$ cat src/rtl/conv_pkg.sv
// ---------------------------------------------------------------------------
// conv_pkg
// Shared definitions for the convolution MAC engine: FSM state encoding and
// the default widths / kernel size used by conv_mac_engine and conv_mac_unit.
// ---------------------------------------------------------------------------
package conv_pkg;

    localparam int DEF_DW    = 8;   // pixel width (signed)
    localparam int DEF_WW    = 8;   // weight width (signed)
    localparam int DEF_K     = 3;   // kernel dimension, K*K taps
    localparam int DEF_OUT_W = 16;  // result width (signed)

    typedef enum logic [1:0] {
        IDLE = 2'd0,
        MAC  = 2'd1,
        OUT  = 2'd2
    } state_t;

endpackage

$ cat src/rtl/conv_mac_unit.sv
// ---------------------------------------------------------------------------
// conv_mac_unit
// Signed multiply-accumulate slice: acc <= acc + pix * wgt when enabled.
// Ports:
//   clk, rst_n   clock, asynchronous active-low reset
//   i_clr        synchronous clear of the accumulator (wins over i_en)
//   i_en         accumulate i_pix * i_wgt this cycle
//   i_pix        signed pixel, DW bits
//   i_wgt        signed weight, WW bits
//   o_acc        signed accumulator, ACC_W bits
// ---------------------------------------------------------------------------
module conv_mac_unit
    import conv_pkg::*;
#(
    parameter int DW    = DEF_DW,
    parameter int WW    = DEF_WW,
    parameter int ACC_W = DEF_DW + DEF_WW + 4
) (
    input  logic                    clk,
    input  logic                    rst_n,
    input  logic                    i_clr,
    input  logic                    i_en,
    input  logic signed [DW-1:0]    i_pix,
    input  logic signed [WW-1:0]    i_wgt,
    output logic signed [ACC_W-1:0] o_acc
);

    logic signed [DW+WW-1:0]  w_prod;
    logic signed [ACC_W-1:0]  r_acc;

    // Both operands are signed, so the product is a full signed multiply.
    assign w_prod = i_pix * i_wgt;

    // NOTE: sequential state uses non-blocking assignments so every register
    // samples the pre-edge values of its inputs, independent of block order.
    always_ff @(posedge clk or negedge rst_n) begin
        if (!rst_n) begin
            r_acc <= '0;
        end else if (i_clr) begin
            r_acc <= '0;
        end else if (i_en) begin
            r_acc <= r_acc + ACC_W'(w_prod);
        end
    end

    assign o_acc = r_acc;

endmodule

$ cat src/rtl/conv_mac_engine.sv
// ---------------------------------------------------------------------------
// conv_mac_engine
// K x K signed convolution engine: accepts one flattened window, accumulates
// one tap per cycle against a writable kernel, presents the result with a
// valid/ready handshake.
// Ports:
//   clk, rst_n            clock, asynchronous active-low reset
//   in_valid / in_ready   window handshake; in_window holds NT*DW bits,
//                         tap t = row*K+col at [t*DW +: DW]
//   kw_we/kw_addr/kw_data kernel weight write (honoured in IDLE only,
//                         addresses >= NT ignored)
//   out_valid / out_ready result handshake; out_data is OUT_W signed bits
//   busy                  high whenever the engine is not IDLE
// Build option:
//   CONV_SAT_EN           when defined, out_data saturates to the signed
//                         OUT_W range; otherwise it wraps (low OUT_W bits).
// ---------------------------------------------------------------------------
module conv_mac_engine
    import conv_pkg::*;
#(
    parameter  int DW    = DEF_DW,
    parameter  int WW    = DEF_WW,
    parameter  int K     = DEF_K,
    parameter  int OUT_W = DEF_OUT_W,
    localparam int NT    = K * K,
    localparam int AW    = $clog2(NT),
    localparam int ACC_W = DW + WW + $clog2(NT)
) (
    input  logic                    clk,
    input  logic                    rst_n,
    input  logic                    in_valid,
    output logic                    in_ready,
    input  logic [NT*DW-1:0]        in_window,
    input  logic                    kw_we,
    input  logic [AW-1:0]           kw_addr,
    input  logic signed [WW-1:0]    kw_data,
    output logic                    out_valid,
    input  logic                    out_ready,
    output logic signed [OUT_W-1:0] out_data,
    output logic                    busy
);

    // Tap counter must reach NT itself (the result-load cycle).
    localparam int CW = $clog2(NT + 1);

    state_t                   r_state, w_next;
    logic [NT*DW-1:0]         r_window;
    logic [CW-1:0]            r_tap;
    logic signed [WW-1:0]     r_wgt [NT];
    logic                     r_pend_v;
    logic [AW-1:0]            r_pend_addr;
    logic signed [WW-1:0]     r_pend_data;
    logic signed [OUT_W-1:0]  r_out;

    logic                     w_accept, w_mac_en, w_load, w_done, w_kw_ok;
    logic [AW-1:0]            w_tap_idx;
    logic signed [DW-1:0]     w_pix;
    logic signed [WW-1:0]     w_wgt;
    logic signed [ACC_W-1:0]  w_acc;
    logic signed [OUT_W-1:0]  w_narrow;

    // ---------------- FSM ----------------
    always_ff @(posedge clk or negedge rst_n) begin
        if (!rst_n) r_state <= IDLE;
        else        r_state <= w_next;
    end

    // NOTE: every output of this block gets a default first, so no path
    // leaves a signal unassigned and no latch is inferred.
    always_comb begin
        w_next    = r_state;
        in_ready  = 1'b0;
        out_valid = 1'b0;
        busy      = 1'b1;
        w_accept  = 1'b0;
        w_mac_en  = 1'b0;
        w_load    = 1'b0;
        w_done    = 1'b0;
        case (r_state)
            IDLE: begin
                in_ready = 1'b1;
                busy     = 1'b0;
                if (in_valid) begin
                    w_accept = 1'b1;
                    w_next   = MAC;
                end
            end
            MAC: begin
                // Taps 0..NT-1 accumulate; the extra cycle at NT loads the result.
                if (r_tap == CW'(NT)) begin
                    w_load = 1'b1;
                    w_next = OUT;
                end else begin
                    w_mac_en = 1'b1;
                end
            end
            OUT: begin
                out_valid = 1'b1;
                if (out_ready) begin
                    w_done = 1'b1;
                    w_next = IDLE;
                end
            end
            default: w_next = IDLE;
        endcase
    end

    // ---------------- Datapath ----------------
    assign w_tap_idx = w_mac_en ? AW'(r_tap) : '0;
    assign w_pix     = r_window[w_tap_idx*DW +: DW];
    assign w_wgt     = r_wgt[w_tap_idx];

    conv_mac_unit #(
        .DW    (DW),
        .WW    (WW),
        .ACC_W (ACC_W)
    ) u_mac (
        .clk   (clk),
        .rst_n (rst_n),
        .i_clr (w_accept),
        .i_en  (w_mac_en),
        .i_pix (w_pix),
        .i_wgt (w_wgt),
        .o_acc (w_acc)
    );

    // NOTE: the window register carries no reset; it is always loaded on
    // accept before any tap reads it, so a reset would buy nothing.
    always_ff @(posedge clk) begin
        if (w_accept) r_window <= in_window;
    end

    always_ff @(posedge clk or negedge rst_n) begin
        if (!rst_n) begin
            r_tap <= '0;
            r_out <= '0;
        end else begin
            if (w_accept)      r_tap <= '0;
            else if (w_mac_en) r_tap <= r_tap + CW'(1);
            if (w_load)        r_out <= w_narrow;
        end
    end

    assign out_data = r_out;

`ifdef CONV_SAT_EN
    generate
        if (OUT_W < ACC_W) begin : g_sat
            logic w_ovf;
            // Overflow when the bits above the OUT_W sign bit disagree with it.
            assign w_ovf    = (w_acc[ACC_W-1:OUT_W-1] != {(ACC_W-OUT_W+1){w_acc[ACC_W-1]}});
            assign w_narrow = !w_ovf          ? w_acc[OUT_W-1:0] :
                              w_acc[ACC_W-1]  ? {1'b1, {(OUT_W-1){1'b0}}} :
                                                {1'b0, {(OUT_W-1){1'b1}}};
        end else begin : g_ext
            assign w_narrow = OUT_W'(w_acc);
        end
    endgenerate
`else
    assign w_narrow = OUT_W'(w_acc);
`endif

    // ---------------- Kernel weight store ----------------
    // A write that coincides with an accept is parked and committed when the
    // result handshake completes, so the accepted window sees the old kernel.
    assign w_kw_ok = kw_we && (r_state == IDLE) && (32'(kw_addr) < NT);

    // Weights reset to +1: the reset value is functional, not just hygiene.
    always_ff @(posedge clk or negedge rst_n) begin
        if (!rst_n) begin
            for (int i = 0; i < NT; i++) r_wgt[i] <= WW'(1);
            r_pend_v    <= 1'b0;
            r_pend_addr <= '0;
            r_pend_data <= '0;
        end else begin
            if (w_kw_ok && w_accept) begin
                r_pend_v    <= 1'b1;
                r_pend_addr <= kw_addr;
                r_pend_data <= kw_data;
            end else if (w_kw_ok) begin
                r_wgt[kw_addr] <= kw_data;
            end
            if (w_done && r_pend_v) begin
                r_wgt[r_pend_addr] <= r_pend_data;
                r_pend_v           <= 1'b0;
            end
        end
    end

endmodule

$ cat config.mk
export PLATFORM = sky130hd
export DESIGN_NAME = conv_mac_engine
export DESIGN_NICKNAME = d
export VERILOG_FILES = /design/src/rtl/conv_pkg.sv /design/src/rtl/conv_mac_unit.sv /design/src/rtl/conv_mac_engine.sv
export SDC_FILE = /design/constraint.sdc
export NUM_CORES = 1
export LEC_CHECK = 0
export BUFFER_PORTS_ARGS = -buffer_cell sky130_fd_sc_hd__buf_2
export CELL_PAD_IN_SITES_DETAIL_PLACEMENT = 1
export CELL_PAD_IN_SITES_GLOBAL_PLACEMENT = 1
export CORE_MARGIN = 2
export CORE_UTILIZATION = 43
export CTS_CLUSTER_DIAMETER = 40
export DETAILED_ROUTE_END_ITERATION = 6
export MAX_ROUTING_LAYER = met4
export PLACE_DENSITY = 0.88
export SKIP_CTS_REPAIR_TIMING = 1
export SYNTH_ARGS = -nofsm -noshare
export SYNTH_HDL_FRONTEND = slang
export SYNTH_SLANG_ARGS = --single-unit
$ cat constraint.sdc
create_clock -name clk -period 6.3 [get_ports clk]
set_input_delay 0.63 -clock clk [delete_from_list [all_inputs] [get_ports clk]]
set_output_delay 0.63 -clock clk [all_outputs]
set_load 0.05 [all_outputs]
Word level (Yosys, flattened, before mapping)
Index checks and enable logic that the tools add are counted.
{"block": "word_totals", "regBits": 199, "input_bits": 89, "output_inout_bits": 19, "mem_bits_ro": 0, "mem_bits_rw": 0, "latch_bits": 0, "n_memories": 0}
{"block": "classes", "div": 0, "n_bitwise": 3, "addsub": 2, "multipliers": 1, "muxes": 34, "reduce_logical": 10, "n_shift": 1, "magnitude_cmp": 6, "n_eq_ne": 6}
{"op": "72-bit two-way mux", "count": 3}
{"op": "72-bit bitwise mux", "count": 2}
{"op": "72-bit by 8-bit variable part select with 8-bit output", "count": 1}
{"op": "8-bit demux with 4-bit select", "count": 2}
{"op": "20-bit two-way mux", "count": 2}
{"op": "8-bit binary-select mux with 4-bit select", "count": 1}
{"op": "8-bit two-way mux", "count": 4}
{"op": "20-bit by 16-bit adder with 20-bit output", "count": 1}
{"op": "8-bit by 8-bit multiplier with 16-bit output", "count": 1}
{"op": "5-bit >= comparator, second input constant", "count": 3}
{"op": "4-bit NOT with 5-bit output", "count": 3}
{"op": "1-bit two-way mux", "count": 13}
{"op": "4-bit two-way mux", "count": 3}
{"op": "5-bit by 1-bit less-than comparator with 1-bit output, second input constant", "count": 2}
{"op": "1-bit logical AND", "count": 6}
{"op": "2-bit two-way mux", "count": 3}
{"op": "2-bit != test, second input constant", "count": 3}
{"op": "2-bit one-hot mux with 3 select lines", "count": 1}
{"op": "4-bit by 1-bit adder with 4-bit output, second input constant", "count": 1}
{"op": "4-bit equality test, second input constant", "count": 1}
{"op": "4-bit less-than comparator, second input constant", "count": 1}
{"op": "2-bit nonzero test", "count": 2}
{"op": "3-bit AND reduction", "count": 1}
{"op": "2-bit by 1-bit equality test with 1-bit output, second input constant", "count": 1}
{"op": "2 further kinds", "count": 2}

Logic depth before layout (Yosys ltp)
{"block": "depth", "ltp_word": 12, "depth_mapped": 29}

Modules after synthesis
From an unflattened synthesis, not the netlist that was laid out.
{"block": "hier_totals", "hier_cells": 1177, "hier_area_um2": 12939.9}
{"mod": "conv_mac_engine", "area_per_inst_um2": 8574.5, "cells_each": 729, "n_inst": 1, "seq_area_each_um2": 4850.9}
{"mod": "conv_mac_unit", "area_per_inst_um2": 4365.4, "cells_each": 448, "n_inst": 1, "seq_area_each_um2": 500.5}

Worst setup path after synthesis
OpenSTA, ideal clock, no wires.
{"block": "synth_timing", "kind": "reg2reg", "start": "register r_tap[1]", "end": "register u_mac.r_acc[14], in the netlist u_mac.o_acc[14]", "setup_time_ps": 135, "synth_period_minus_slack_ps": 6626, "path_stages_with_launch": 22, "arrival_ps": 6491, "setup_slack_ps": -326, "cell_sequence": "dfrtp_1 > clkbuf_1 > inv_1 > ha_1 > and3b_1 > buf_2 > nor3_2 > mux4_2 > o21ai_2 > and2_1 > fa_1 > fa_1 > fa_1 > fa_1 > ha_1 > ha_1 > or2_2 > a21oi_1 > a21oi_1 > a221o_1 > xnor2_1 > o21ai_0"}
{"block": "synth_between", "elab_chain_len": 12}
{"item": "from (decl)", "line": "conv_mac_engine.sv:48", "source": "logic [CW-1:0] r_tap;"}
{"item": "from (signal assigned)", "line": "conv_mac_engine.sv:139", "source": "else if (w_mac_en) r_tap <= r_tap + CW'(1);"}
{"item": "branches (longest 12 deep; another with 20-bit by 16-bit adder with 20-bit output)"}
{"item": "to (signal assigned)", "line": "conv_mac_unit.sv:42", "source": "r_acc <= r_acc + ACC_W'(w_prod);"}
{"item": "to (decl)", "line": "conv_mac_unit.sv:29", "source": "logic signed [ACC_W-1:0] r_acc;"}
Several ways; the timed one is not identified. The select of a mux whose other input is x is not followed.
A chain may end at the register's enable or synchronous reset.

Worst setup path after layout
{"block": "layout_timing", "start": "register r_tap[0]", "end": "register u_mac.r_acc[14], in the netlist u_mac.o_acc[14]"}
The elaborated chain is that of the path after synthesis.

==> results_dict.tcl <==
set metrics [dict create \
    syn_inst 1119 \
    tritoncts.num_buffers 17 \
    violations "setup timing" \
    timing.critical_path.cells "ha_4 -> and3b_2 -> buf_12 -> nor2_4 -> mux2i_1 -> mux4_2 -> o21ai_4 -> buf_6 -> nand2_4 -> fa_1 -> inv_2 -> fa_1 -> fa_1 -> fa_1 -> inv_2 -> fa_1 -> inv_2 -> ha_4 -> o21a_1 -> o31ai_4 -> a21oi_2 -> a221o_1 -> xnor2_1 -> o21ai_1" \
    ys_ff_latch 195 \
    clock_sink_count 195 \
    critical-path-max-stage-delay_ns 0.53 \
    most-common-layout-cells "sky130_fd_sc_hd__nand2_1, sky130_fd_sc_hd__dfrtp_1, sky130_fd_sc_hd__buf_2" \
    floorplan.die.width_um 171 \
    io_buffer_count 107 \
    preCtsSetupSlack_ns -0.291 \
    multiInputGateArea_sq_um 6430 \
    insertion_delay_ns 0.46 \
    status "complete, but fails checks" \
    critPathKind "flip-flop to flip-flop" \
    viasPerCell 6.13 \
    hold_viol_final 0 \
    antenna_found_initial 0 \
    clock_tree.buffer_depth 2 \
    rsz_0062_raised_after_global_routing "yes" \
    wl_met2_mm 21.6 \
    drc 0 \
    worst_min_delay_path_category "primary input to asynchronous set/reset pin" \
    detailed_place_hpwl_mm 28.1 \
    slowest_cp_cell "sky130_fd_sc_hd__fa_1" \
    std_cell_rows 61 \
    place_congestion 0.931 \
    mappedNetlistArea_sq_um 11900 \
    cp.arrival_ns 6.82 \
    finalWirelength_mm 44.6 \
    timing.critical_path.buf_inv 5 \
    synth_enable_flop_cells 72 \
    commonest_non_fill_non_tap_cell_in_the_layout "sky130_fd_sc_hd__nand2_1" \
    max-slew-margin-rel_pct 17.6 \
    slew_viol_final 0 \
    leftover_overflow_at_the_end_of_global_routing 0 \
    async_flop_share_pct 63.1 \
    sequential_cell_area_sq_um 5250 \
    root_buffer "sky130_fd_sc_hd__clkbuf_16" \
    avgSynthCellArea_sq_um 10.7 \
    core_area_sq_um 27600 \
    io_pins 108 \
    synthesis.nets 1318 \
    initialDrtViolationCount 1264 \
    synth_ff_type "sky130_fd_sc_hd__dfrtp_1" \
    worst_setup_path_end_kind "flip-flop" \
    worst_slack_ns -0.209 \
    tritoncts "done" \
    detailroute.via_count 10100 \
    avgRoutedWirePerCell_um 27.0 \
    cp.required_ns 6.61 \
    htreeDepth 4 \
    min_period_ns 6.51 \
    maximum_number_of_pins_on_one_net_before_global_route_repair 80 \
    synth.yosys.seq_area_share_pct 44.0 \
    globalRouteTotalUtil_pct 29.7 \
    clock_skew_ns 0.0129 \
    met3WireLength_mm 3.58 \
    tightestPinTransition_ns 1.23 \
    clock_transition_time_at_the_flip_flop_clock_pins_of_the_worst_setup_and_hold_paths_ns 0.09 \
    wl_met1_mm 16.4 \
    worst-r2r-setup-slack_ns -0.21 \
    global_route_wire_length_before_repair_mm 62.6 \
    min_period_over_period_pct 103 \
    via_count_of_the_first_global_routing_pass 10700 \
    critical_path.max_fanout 7 \
    ys_types 58 \
    flow.area_growth_from_synthesis_pct 19.5 \
    setup_viol 7 \
    startpoint_type "flip-flop" \
    maxUsedRoutingLayer "met4" \
    drive_gt1_share_pct 25.8 \
    die_y_um 171 \
    postRouteAntennaNets 0 \
    max_clock_freq_mhz 154 \
    die-area_sq_um 29100 \
    layout.nets 1455 \
    starting_utilization_of_the_core_area_pct 43.4 \
    antenna_cells 0 \
    synth_warnings 0 \
    drt-pass1-iter-count 5 \
    fill_cells 2958 \
    critical-path-top-delay-family "adder cells" \
    max_cap_viol_count 0 \
    timing.critical_path.mode_cell "sky130_fd_sc_hd__fa_1" \
]
==> cell families after synthesis <==
family          Yosys count  share of synthesized area (%)
compound gates          191                           9.93
buf+inv                 156                           5.11
fa+ha+maj               110                           16.0
xor+xnor                 19                           1.39
simple gates            337                           13.8
flops                   195                           44.0
mux                     111                           9.71
==> layout make-up <==
cell class                 instances  share of cell area (%)
multi-input combinational        769                    45.1
sequential                       195                    36.8
timing repair buffer             183                    8.02
tap                              378                    3.31
clock buffer                      17                    2.98
inverter                          90                    2.38
clock inverter                    15                    1.41
==> final timing paths <==
path | end | cells after the start | from
max | u_mac.o_acc[14] | 24 | r_tap[0]
min | r_wgt[25] | 1 | rst_n
max reg2reg | u_mac.o_acc[14] | 24 | r_tap[0]
min reg2reg | out_data[1] | 1 | out_data[1]
max in group asynchronous | r_tap[2] | 2 | rst_n
min in group clk | r_window[35] | 1 | in_window[35]
==> worst reg2reg max path, delay by kind of cell, from the launching register on <==
| kind | cells | cell delay (ns) |
|---|---|---|
| fa+ha+maj | 7 | 2.99 |
| flops | 1 | 0.43 |
| xor+xnor | 1 | 0.20 |
| mux | 2 | 0.65 |
| buf+inv | 5 | 0.48 |
| compound gates | 6 | 1.15 |
| simple gates | 3 | 0.48 |
==> cell usage after synthesis (all sizes together), types with 2 or more instances <==
library cell,count,area (sq um)
o21a,2,15.0
nor2b,6,37.5
a32o,9,90.1
or3,3,18.8
nor4,3,48.8
mux2,29,327
clkbuf,50,188
edfxtp,72,2160
nor3,11,76.3
inv,89,334
a31oi,11,68.8
and3b,5,43.8
a221oi,9,78.8
and3,13,81.3
dfrtp,114,2850
o41ai,2,32.5
fa,72,1440
a211oi,10,75.1
xnor2,13,114
nand3b,6,45.0
nand4b,2,23.8
o31ai,7,57.6
mux2i,81,811
nand3,34,170
nand2b,5,31.3
nor3b,3,22.5
ha,38,475
and2,39,244
xor2,6,52.6
nand2,165,619
dfstp,9,236
nor2,36,150
a2111oi,3,26.3
a221o,4,40.0
a21oi,35,175
o21ai,90,454
buf,16,85.1
or2,4,25.0
a21boi,3,22.5
a21o,3,22.5
==> per-layer routing <==
layer	vias up	global-route usage, %
met2	645	49.8
li1	4116	-
met5	-	-
met4	0	14.0
met1	5104	34.7
met3	234	5.32
==> sequential cells by signal, summed over array words and instances, names as in the netlist <==
signal / flops
r_state: 2
u_mac.o_acc: 16
r_pend_data: 8
r_pend_v: 1
r_tap: 4
r_pend_addr: 4
out_data: 16
r_wgt: 72
r_window: 72
==> metrics by stage <==
| stage | instances | utilization (%) | setup TNS (ns) | hold WS [ns] | area (sq um) |
|---|---|---|---|---|---|
| detailed placement | 1599 | 47.9 | -0.917 | 0.490 | 13200 |
| floorplan | 1119 | - | 0 | 0.334 | 12000 |
| global placement | 1599 | 47.9 | 0 | 0.488 | 13200 |
| finish | 1647 | 51.8 | -0.637 | 0.207 | 14300 |
| global route | 1647 | 51.8 | -1.51 | 0.257 | 14300 |
| CTS | 1631 | 50.2 | -1.77 | 0.233 | 13800 |
Power is left out: the tool's default activity adds up to more than one toggle a clock period on the data nets, which glitch-free logic cannot reach.
